## config.mk

```make
export PLATFORM = sky130hd
export DESIGN_NAME = reaction_round_sequencer
export DESIGN_NICKNAME = d
export VERILOG_FILES = /design/src/rtl/reaction_round_sequencer.sv
export SDC_FILE = /design/constraint.sdc
export NUM_CORES = 1
export LEC_CHECK = 0
export CORE_ASPECT_RATIO = 1.1
export CORE_MARGIN = 4
export CORE_UTILIZATION = 39
export CTS_CLUSTER_DIAMETER = 40
export DETAILED_ROUTE_END_ITERATION = 12
export PLACE_DENSITY = 0.74
export REMOVE_ABC_BUFFERS = 1
export SLEW_MARGIN = 15
export SYNTH_ARGS = -nofsm -noshare
export SYNTH_HDL_FRONTEND = slang
export SYNTH_SLANG_ARGS = --single-unit
```

## constraint.sdc

```tcl
create_clock -name clk -period 1.9 [get_ports clk]
set_input_delay 0.285 -clock clk [delete_from_list [all_inputs] [get_ports clk]]
set_output_delay 0.285 -clock clk [all_outputs]
set_load 0.01 [all_outputs]
```

## src/rtl/reaction_round_sequencer.sv

```systemverilog
// rtl/reaction_round_sequencer.sv - multi-round reaction-time game sequencer driving the shared ms timer (optional feature macro: REACTION_FALSE_START_EN)
module reaction_round_sequencer #(
  parameter int MAX_MS    = 2047,
  parameter int ROUNDS    = 5,
  parameter int LED_COUNT = 18,
  localparam int TW = $clog2(MAX_MS),
  localparam int RW = $clog2(ROUNDS + 1),
  localparam int LW = $clog2(LED_COUNT)
) (
  input  logic                 clk,
  input  logic                 rst_n,
  input  logic                 start,
  input  logic                 button_pressed,
  input  logic [TW-1:0]        timer_value,
  input  logic [LW-1:0]        random_value,
  input  logic [TW-1:0]        delay_value,
  output logic                 timer_reset,
  output logic                 timer_load,
  output logic [TW-1:0]        timer_load_value,
  output logic                 timer_up,
  output logic                 timer_enable,
  output logic [LED_COUNT-1:0] led_on,
  output logic [RW-1:0]        round_idx,
  output logic                 result_valid,
  output logic [TW-1:0]        result_time,
  output logic                 timeout,
  output logic                 foul,
  output logic [TW-1:0]        best_time,
  output logic                 busy,
  output logic                 done
);

  typedef enum logic [2:0] {
    S_IDLE,
    S_ARM,
    S_WAIT,
    S_REACT,
    S_RECORD,
    S_FOUL,
    S_DONE
  } state_t;

  localparam logic [TW-1:0] MAX_T = TW'(MAX_MS);
  localparam logic [RW-1:0] LAST_ROUND = RW'(ROUNDS - 1);

  state_t        state, state_n;
  logic          start_q, btn_q;
  logic          start_edge, btn_edge;
  logic [LW-1:0] led_idx;
  logic          session_start, latch_led, latch_press, latch_timeout, record;

  assign start_edge = start & ~start_q;
  assign btn_edge   = button_pressed & ~btn_q;

  // Previous-level registers for rising-edge detection on both buttons
  always_ff @(posedge clk or negedge rst_n) begin
    if (!rst_n) begin
      start_q <= 1'b0;
      btn_q   <= 1'b0;
    end else begin
      start_q <= start;
      btn_q   <= button_pressed;
    end
  end

  // State register
  always_ff @(posedge clk or negedge rst_n) begin
    if (!rst_n) state <= S_IDLE;
    else        state <= state_n;
  end

  // Next-state and Moore output decode; the WAIT timer_reset follows timer_value directly
  always_comb begin
    state_n          = state;
    timer_reset      = 1'b0;
    timer_load       = 1'b0;
    timer_load_value = '0;
    timer_up         = 1'b0;
    timer_enable     = 1'b0;
    led_on           = '0;
    result_valid     = 1'b0;
    foul             = 1'b0;
    busy             = 1'b1;
    done             = 1'b0;
    session_start    = 1'b0;
    latch_led        = 1'b0;
    latch_press      = 1'b0;
    latch_timeout    = 1'b0;
    record           = 1'b0;
    case (state)
      S_IDLE: begin
        timer_reset = 1'b1;
        busy        = 1'b0;
        if (start_edge) begin
          session_start = 1'b1;
          state_n       = S_ARM;
        end
      end
      S_ARM: begin
        timer_load       = 1'b1;
        // A zero delay would leave WAIT immediately with no countdown; force at least 1 ms
        timer_load_value = (delay_value == '0) ? TW'(1) : delay_value;
        state_n          = S_WAIT;
      end
      S_WAIT: begin
        timer_enable = 1'b1;
        if (timer_value == '0) begin
          timer_reset = 1'b1;
          latch_led   = 1'b1;
          state_n     = S_REACT;
        end
`ifdef REACTION_FALSE_START_EN
        else if (btn_edge) begin
          state_n = S_FOUL;
        end
`endif
      end
      S_REACT: begin
        timer_enable = 1'b1;
        timer_up     = 1'b1;
        led_on       = LED_COUNT'(1) << led_idx;
        if (btn_edge) begin
          latch_press = 1'b1;
          state_n     = S_RECORD;
        end else if (timer_value == MAX_T) begin
          latch_timeout = 1'b1;
          state_n       = S_RECORD;
        end
      end
      S_RECORD: begin
        result_valid = 1'b1;
        record       = 1'b1;
        state_n      = (round_idx == LAST_ROUND) ? S_DONE : S_ARM;
      end
`ifdef REACTION_FALSE_START_EN
      S_FOUL: begin
        foul = 1'b1;
        if (btn_edge) state_n = S_ARM;
      end
`endif
      S_DONE: begin
        done = 1'b1;
        busy = 1'b0;
        if (start_edge) begin
          session_start = 1'b1;
          state_n       = S_ARM;
        end
      end
      default: begin
        state_n = S_IDLE;
      end
    endcase
  end

  // Session datapath: round counter, target LED, latched result and running best
  always_ff @(posedge clk or negedge rst_n) begin
    if (!rst_n) begin
      round_idx   <= '0;
      best_time   <= MAX_T;
      result_time <= '0;
      timeout     <= 1'b0;
      led_idx     <= '0;
    end else begin
      if (session_start) begin
        round_idx <= '0;
        best_time <= MAX_T;
      end
      if (latch_led) begin
        led_idx <= (int'(random_value) < LED_COUNT) ? random_value : '0;
      end
      if (latch_press) begin
        result_time <= timer_value;
        timeout     <= 1'b0;
      end else if (latch_timeout) begin
        result_time <= MAX_T;
        timeout     <= 1'b1;
      end
      if (record) begin
        if (result_time < best_time) best_time <= result_time;
        if (round_idx != LAST_ROUND) round_idx <= round_idx + RW'(1);
      end
    end
  end

endmodule

```

==> flow_summary.json, run 1 <==
{
  "grt_pass1_wl_mm": 10.9,
  "dr.pass1.iters": 4,
  "fin_hold_ws_ps": 396,
  "ys.flop_type": "dfrtp_1",
  "drive_above_1_share": 0.423,
  "power_frac_seq": 0.249,
  "antenna_found_initial": 0,
  "gp_congestion": 0.871,
  "finalCritPeriodShare": 1.07,
  "violations": "negative setup slack",
  "finalHoldViolCount": 0,
  "synthArstFlopShare": 1.00,
  "rows": 28,
  "fin_crit_ps": 2030,
  "routedWlPerCell_um": 14.8,
  "arrival_ps": 1750,
  "rsz0062_at_grt": "yes",
  "maxSlewViolCount": 0,
  "peakVddDrop_mv": 0.557,
  "start_kind": "flop",
  "grt_max_degree": 37,
  "switching_share": 0.367,
  "critPathLaunch": "state[2]",
  "dpl.hpwl_mm": 5.02,
  "p_sw_w": 0.00190,
  "path_cells": "and2b_4, nand2_4, or4_4, buf_6, nor2_1, buf_2",
  "die_area_um2": 6970,
  "syn_avg_cell_area_um2": 9.37,
  "grt_usage": 0.201,
  "worst-path-max-fanout": 3,
  "p_leak_nw": 1.83,
  "critPathKind": "reg2out",
  "core_um2": 5470,
  "ctsHoldBuffers": 0,
  "cts.sinks": 36,
  "worst-path-buf-inv": 2,
  "antennaDiodeCount": 0,
  "clk_path_buf_depth": 2,
  "die_w_um": 80.0,
  "rr_startpoint": "best_time[10]",
  "clk_transition_reported_paths_ps": 80,
  "setup_violations": 16,
  "area_growth_pct": 73.5,
  "detail-route-antenna-nets": 0,
  "crit_path_top_delay_cell": "or4_4",
  "synth_edf_count": 0,
  "hold_class": "in2reg",
  "power.density_nw_per_um2": 1340,
  "final_common_cell": "clkdlybuf4s50_1",
  "cts_root_buf": "clkbuf_8",
  "pre_cts_slack_ps": -469,
  "clkPwrFrac": 0.129,
  "combPwrFrac": 0.622,
  "critical_path.top_delay_family": "simple AND/OR/NAND/NOR gates",
  "io_pins": 94,
  "htree_levels": 2,
  "skew_ps": 11.3,
  "die_y_um": 87.1,
  "synth_area_um2": 2220,
  "first_iter_violations": 97,
  "maxCapViolations": 0,
  "synth-seq-area-share": 0.412,
  "cp.required_ps": 1620,
  "internal_power_w": 0.00328,
  "post_dp_cell_area_um2": 3520,
  "fin_area_um2": 3850,
  "critPathCaptureType": "output port",
  "cpPeakStageDelay_ps": 440,
  "first_global_vias": 2394,
  "drc": 0,
  "clock_latency_ps": 290,
  "start_util": 0.406,
  "wl_mm": 6.79,
  "tritoncts": "built",
  "syn_inst": 237,
  "layout_common_cells": "clkdlybuf4s50_1, buf_4, dfrtp_1",
  "ys_ff_latch": 36,
  "via_per_inst": 5.08,
  "setup_ws_ps": -134,
  "portBuffers": 92,
  "grt-ovfl-total": 0,
  "hold_start": "timer_value[1]",
  "final_nets": 427,
  "ys_types": 48,
  "fmax_mhz": 492,
  "cts_inserted_buffers": 5,
  "num_vias": 2337,
  "status": "finished with violations",
  "synth.yosys.warnings": 0
}
==> metal layers <==
layer	up-vias	GRT usage	part of all wire
met5	-	0	0
met4	0	0.0691	0.022
met3	15	0.0590	0.066
met2	86	0.371	0.52
met1	1107	0.216	0.39
li1	1129	-	-
==> cells in the mapped netlist, types with 3 or more instances <==
| library cell | instances | share of area |
|---|---|---|
| nand3_1 | 7 | 0.016 |
| ha_1 | 12 | 0.068 |
| clkbuf_1 | 3 | 0.0051 |
| nor2_1 | 25 | 0.042 |
| nor4_1 | 5 | 0.014 |
| inv_1 | 20 | 0.034 |
| dfstp_2 | 11 | 0.13 |
| and2_1 | 11 | 0.031 |
| nor2b_1 | 3 | 0.0085 |
| nand2_1 | 17 | 0.029 |
| buf_4 | 4 | 0.014 |
| o22a_1 | 11 | 0.043 |
| dfrtp_1 | 25 | 0.28 |
| o21ai_0 | 19 | 0.043 |
| mux2_4 | 9 | 0.061 |
| a21oi_1 | 4 | 0.0090 |
| nor3_1 | 8 | 0.018 |
| nand4_1 | 5 | 0.014 |
| nand2b_1 | 4 | 0.011 |
==> final cells by class <==
type	count	area, µm²
clock inverter	2	35.0
fill	441	1610
clock buffer	6	72.6
sequential	36	915
tap	75	93.8
multi-input combinational	169	1380
timing repair buffer	152	1280
inverter	20	75.1
==> power by group through the flow <==
stage / clock (W) / combinational [W] / sequential, W
floorplan: 0 / 0.00111 / 0.00147
global placement: 0 / 0.00274 / 0.00125
detailed placement: 0 / 0.00279 / 0.00126
CTS: 0.000686 / 0.00304 / 0.00129
global route: 0.000720 / 0.00349 / 0.00132
finish: 0.000666 / 0.00322 / 0.00129
==> state kept, by name, indices dropped and copies added (netlist names) <==
signal       flops
led_idx          5
btn_q            1
best_time       11
round_idx        3
result_time     11
start_q          1
state            3
timeout          1
==> what timing repair did <==
item	CTS	global route
gates cloned	1	0
gates resized for setup	145	40
setup endpoints to repair	46	44
setup buffers	8	4
pin swaps	16	8
==> final timing paths <==
kind	end	slack (ps)	depth (start not counted)
worst max-delay path	led_on[5]	-130	6
worst min-delay path	result_time[1]	400	3
worst max register to register	best_time[8]	-120	7
worst min register to register	timeout	500	1
max in group asynchronous	best_time[6]	1110	2
min in group asynchronous	result_time[2]	410	2
==> tightest hold or removal path: cells and delay by family <==
| family | cells | cell delay (ps) |
|---|---|---|
| compound gates | 1 | 120 |
| buf+inv | 2 | 250 |
==> kinds of logic after synthesis <==
group | synth area share
xor gates and xnor gates | 0.00394
other | 0.00169
buffers and inverters | 0.0682
DFF | 0.412
and+or+nand+nor | 0.218
muxes | 0.0704
AOI/OAI and AO/OA | 0.158
adders and majority gates | 0.0676
==> stage by stage <==
| step | cells | utilization | total power [W] | setup TNS [ps] |
|---|---|---|---|---|
| finish | 460 | 0.705 | 0.00518 | -1620 |
| global route | 460 | 0.705 | 0.00554 | -3620 |
| CTS | 456 | 0.685 | 0.00501 | -1490 |
| detailed placement | 439 | 0.645 | 0.00406 | -6180 |
| global placement | 439 | 0.645 | 0.00399 | -5680 |
| floorplan | 225 | - | 0.00258 | -5640 |
Power figures use the tool's default switching activity.
==> run 2: changes to the inputs <==
--- a/config.mk
+++ b/config.mk
@@ -7,2 +7,3 @@
 export LEC_CHECK = 0
+export CAP_MARGIN = 30
 export CORE_ASPECT_RATIO = 1.1
==> constraint.sdc (replaced) <==
create_clock -name clk -period 1.9 [get_ports clk]
set_input_delay 0.475 -clock clk [delete_from_list [all_inputs] [get_ports clk]]
set_output_delay 0.475 -clock clk [all_outputs]
set_load 0.01 [all_outputs]
==> flow_summary.json, run 2 (synthesis results as in run 1) <==
{
  "whs_endpoint": "timeout",
  "first_global_vias": 2403,
  "die_area_um2": 6970,
  "ff2ff_path_depth": 7,
  "ctsHoldBuffers": 0,
  "setup_violations": 43,
  "cpPeakStageDelay_ps": 460,
  "rr_startpoint": "best_time[10]",
  "cts.sinks": 36,
  "layout_common_cells": "buf_4, clkdlybuf4s50_1, buf_6",
  "arrival_ps": 1730,
  "die_w_um": 80.0,
  "first_iter_violations": 166,
  "finalHoldViolCount": 0,
  "fin_area_um2": 4130,
  "holdPathStages": 1,
  "clk_transition_reported_paths_ps": 70,
  "hold_start": "timeout",
  "num_vias": 2399,
  "area_growth_pct": 86.0,
  "wl_mm": 7.65,
  "drc": 0,
  "start_util": 0.406,
  "power.total_w": 0.00559,
  "gp_congestion": 0.877,
  "finalCritPeriodShare": 1.16,
  "reg2reg_slack_ps": -130,
  "maxCapViolations": 0,
  "power.density_nw_per_um2": 1350,
  "portBuffers": 92,
  "switching_share": 0.372,
  "violations": "negative setup slack",
  "start_kind": "flop",
  "clk_path_buf_depth": 2,
  "tritoncts": "built",
  "peakVddDrop_mv": 0.676,
  "finalCoreUtilization": 0.756,
  "die_y_um": 87.1,
  "post_dp_cell_area_um2": 3570,
  "core_um2": 5470,
  "largestRegisters": "best_time: 11 flops, result_time: 11 flops, led_idx: 5 flops",
  "critical_path.top_delay_family": "simple AND/OR/NAND/NOR gates",
  "final_common_cell": "buf_4",
  "status": "finished with violations",
  "pre_cts_slack_ps": -886,
  "io_pins": 94,
  "critPathKind": "reg2out",
  "antennaDiodeCount": 0,
  "setup_ws_ps": -306,
  "htree_levels": 2,
  "cp.required_ps": 1420,
  "multi_input_area_um2": 1510,
  "combPwrFrac": 0.656,
  "antenna_found_initial": 0,
  "hold_class": "reg2reg",
  "via_per_inst": 5.13,
  "power_frac_seq": 0.235,
  "grt_max_degree": 37,
  "final_nets": 435,
  "p_sw_w": 0.00208,
  "dr.pass1.iters": 4,
  "fin_crit_ps": 2210,
  "crit_path_top_delay_cell": "or4_4",
  "dpl.hpwl_mm": 5.07,
  "detail-route-antenna-nets": 0,
  "worst-path-buf-inv": 1,
  "grt_pass1_wl_mm": 11.3,
  "skew_ps": 7.29,
  "grt-ovfl-total": 0,
  "clock_latency_ps": 290,
  "grt_usage": 0.207,
  "p_leak_nw": 1.91,
  "cts_root_buf": "clkbuf_8",
  "maxSlewViolCount": 0,
  "seqCellArea_um2": 915,
  "critPathCaptureType": "output port",
  "fillers": 381,
  "rows": 28,
  "internal_power_w": 0.00351,
  "rr_endpoint": "best_time[6]",
  "worst-path-max-fanout": 4,
  "drive_above_1_share": 0.527,
  "path_cells": "and2b_4, nand2_4, or4_4, nor3_2, buf_2",
  "clkPwrFrac": 0.110,
  "rsz0062_at_grt": "yes",
  "cts_inserted_buffers": 5,
  "fmax_mhz": 453,
  "routedWlPerCell_um": 16.3
}
## run 2: power groups by stage
stage	registers [W]	logic [W]	clock network, W
after CTS	0.00130	0.00323	0.000617
after global placement	0.00125	0.00276	0
after global routing	0.00134	0.00394	0.000657
final	0.00131	0.00367	0.000612
after floorplan	0.00147	0.00111	0
after detailed placement	0.00126	0.00282	0
## run 2: how the worst max path moves through the flow
stage                              start       endpoint  slack [ps]  cells after the start
final                           state[2]      led_on[1]        -310                      5
after global placement    timer_value[2]    timer_reset        -840                      6
after CTS                       state[2]      led_on[1]        -300                      5
after detailed placement  timer_value[2]    timer_reset        -890                      6
after global routing            state[2]      led_on[1]        -380                      5
after floorplan             best_time[6]  best_time[10]        -580                      7
## run 2: final cells by class
type,instances,area share
clock buffer,8,0.0242
inverter,20,0.0188
multi-input combinational,169,0.367
sequential,36,0.221
tap,75,0.0227
timing repair buffer,160,0.346
## run 2: stage by stage
step / hold slack (ps) / TNS [ps] / cells
6_report: 512 / -6880 / 468
5_1_grt: 523 / -9840 / 468
4_1_cts: 516 / -5940 / 460
3_5_place_dp: 496 / -16640 / 443
3_3_place_gp: 479 / -15040 / 443
2_1_floorplan: 179 / -7540 / 225
## run 2: what timing repair did
action | in CTS | in global routing
endpoints found under the setup margin | 49 | 47
gates resized for setup | 220 | 81
pin swaps | 35 | 20
setup buffers | 8 | 9
cloned | 1 | 0
## run 2: routing by layer
metal,GRT usage,up-vias,wire length [µm]
li1,-,1144,-
met1,0.229,1147,2710
met2,0.370,87,4150
met3,0.0569,21,553
met4,0.0845,0,227
met5,0,-,0
## run 2: worst register-to-register path, cell delays in order, from the launching register on
cell and delay (ps):
dfstp_2 540, inv_2 50, ha_4 260, nand4_1 160, a2111o_1 370, o2111ai_4 110
buf_6 170, mux2_4 290
==> run 3: changes to the inputs <==
- CTS_CLUSTER_DIAMETER: 40 -> 150
- GPL_TIMING_DRIVEN: not set -> 0
- SKIP_LAST_GASP: not set -> 1
==> flow_summary.json, run 3 (synthesis results as in run 1) <==
{
  "first_global_vias": 2182,
  "tritoncts": "built",
  "critPathKind": "reg2out",
  "fin_crit_ps": 2230,
  "ff2ff_path_depth": 7,
  "largestRegisters": "best_time: 11 flops, result_time: 11 flops, led_idx: 5 flops",
  "die_y_um": 87.1,
  "grt_pass1_wl_mm": 10.6,
  "drc": 0,
  "skew_ps": 8.75,
  "instances_no_fill": 441,
  "start_kind": "flop",
  "start_util": 0.406,
  "peakVddDrop_mv": 0.633,
  "maxSlewViolCount": 0,
  "ctsHoldBuffers": 0,
  "first_iter_violations": 127,
  "core_um2": 5470,
  "fin_setup_tns_ps": -8830,
  "via_per_inst": 5.25,
  "setup_ws_ps": -334,
  "cts_root_buf": "clkbuf_8",
  "rr_endpoint": "best_time[10]",
  "p_leak_nw": 1.72,
  "cp.required_ps": 1420,
  "htree_levels": 2,
  "grt-ovfl-total": 0,
  "cts.sinks": 36,
  "dr.pass1.iters": 4,
  "violations": "negative setup slack",
  "placed_cells": 393,
  "critPathLaunch": "state[2]",
  "rows": 28,
  "cts_inserted_buffers": 5,
  "rsz0062_at_grt": "yes",
  "die_area_um2": 6970,
  "setup_violations": 46,
  "maxCapViolations": 0,
  "die_w_um": 80.0,
  "post_dp_cell_area_um2": 3180,
  "worst-path-max-fanout": 4,
  "final_common_cell": "clkdlybuf4s50_1",
  "clock_latency_ps": 290,
  "clk_path_buf_depth": 2,
  "critPathCapture": "led_on[1]",
  "multi_input_area_um2": 1470,
  "layout_common_cells": "clkdlybuf4s50_1, buf_4, buf_2",
  "io_pins": 94,
  "hold_class": "in2async",
  "dpl.hpwl_mm": 4.55,
  "final_nets": 408,
  "antennaDiodeCount": 0,
  "critPathCaptureType": "output port",
  "arrival_ps": 1760,
  "wl_mm": 7.47,
  "detail-route-antenna-nets": 0,
  "slew_headroom": 0.584,
  "fin_area_um2": 3840,
  "drive_above_1_share": 0.478,
  "finalCritPeriodShare": 1.18,
  "worstMarginPinSlew_ps": 622,
  "portBuffers": 92,
  "finalHoldViolCount": 0,
  "fillers": 441,
  "antenna_found_initial": 0,
  "area_growth_pct": 73.0,
  "gp_congestion": 0.815,
  "seqCellArea_um2": 918,
  "status": "finished with violations",
  "clk_transition_reported_paths_ps": 80,
  "grt_max_degree": 26,
  "fin_hold_ws_ps": 64.8,
  "finalCoreUtilization": 0.703,
  "fmax_mhz": 448,
  "grt_usage": 0.193,
  "num_vias": 2316,
  "routedWlPerCell_um": 16.9,
  "power.density_nw_per_um2": 1370,
  "reg2reg_slack_ps": -220,
  "rr_startpoint": "best_time[2]"
}
==> run 3: cell count changes in the layout (fill, tap and decap cells not counted), moves of 5 or more <==
cell | previous run | this run
buf_4 | 48 | 28
buf_6 | 34 | 21
clkbuf_2 | 5 | 0
clkdlybuf4s15_2 | 0 | 6
nor2_1 | 11 | 17
nor2_2 | 12 | 6
==> run 3: worst min-delay path by stage <==
| stage | startpoint | end | slack (ps) |
|---|---|---|---|
| 2_1_floorplan | rst_n | btn_q | 180 |
| 3_3_place_gp | timeout | timeout | 480 |
| 3_5_place_dp | rst_n | result_time[2] | 380 |
| 4_1_cts | rst_n | result_time[2] | 60 |
| 5_1_grt | rst_n | result_time[1] | 70 |
| 6_report | rst_n | result_time[1] | 60 |
==> run 3: metal layers <==
layer,up-vias,track usage,share of wire
met1,1120,0.221,0.37
li1,1092,-,-
met5,-,0,0
met4,0,0.0522,0.016
met3,13,0.0704,0.078
met2,91,0.339,0.53
==> run 3: metrics by stage <==
stage                     total power [W]  setup slack, ps
after floorplan                   0.00258             -580
after global placement            0.00359            -1070
after detailed placement          0.00367            -1040
after CTS                         0.00470             -418
after global routing              0.00563             -399
final                             0.00528             -334
==> run 3: layout make-up <==
| class | instances | area share |
|---|---|---|
| well taps | 75 | 0.0244 |
| clock buffers | 7 | 0.0199 |
| inverters | 20 | 0.0202 |
| repair buffers | 132 | 0.313 |
| clock inverters | 1 | 0.00130 |
| multi-input cells | 170 | 0.383 |
| flip-flops and latches | 36 | 0.239 |
==> run 3: repair_timing <==
item                                    in CTS  in global routing
resized for setup                          209                 66
endpoints found under the setup margin      65                 58
cloned                                       0                  2
pin swaps                                   26                 19
setup buffers                               21                 17
==> run 3: critical path, cell delays in order (launching register included) <==
cell and delay (ps):
dfrtp_2 410, and2b_4 270, nand2_4 60, or4_4 470, nor3_2 110, buf_2 150
==> run 3: power by group <==
group          switching, W  internal, W  leakage [nW]
combinational       0.00144      0.00191          1.26
clock              0.000281     0.000258        0.0422
sequential         0.000309      0.00109         0.416
total               0.00203      0.00326          1.72
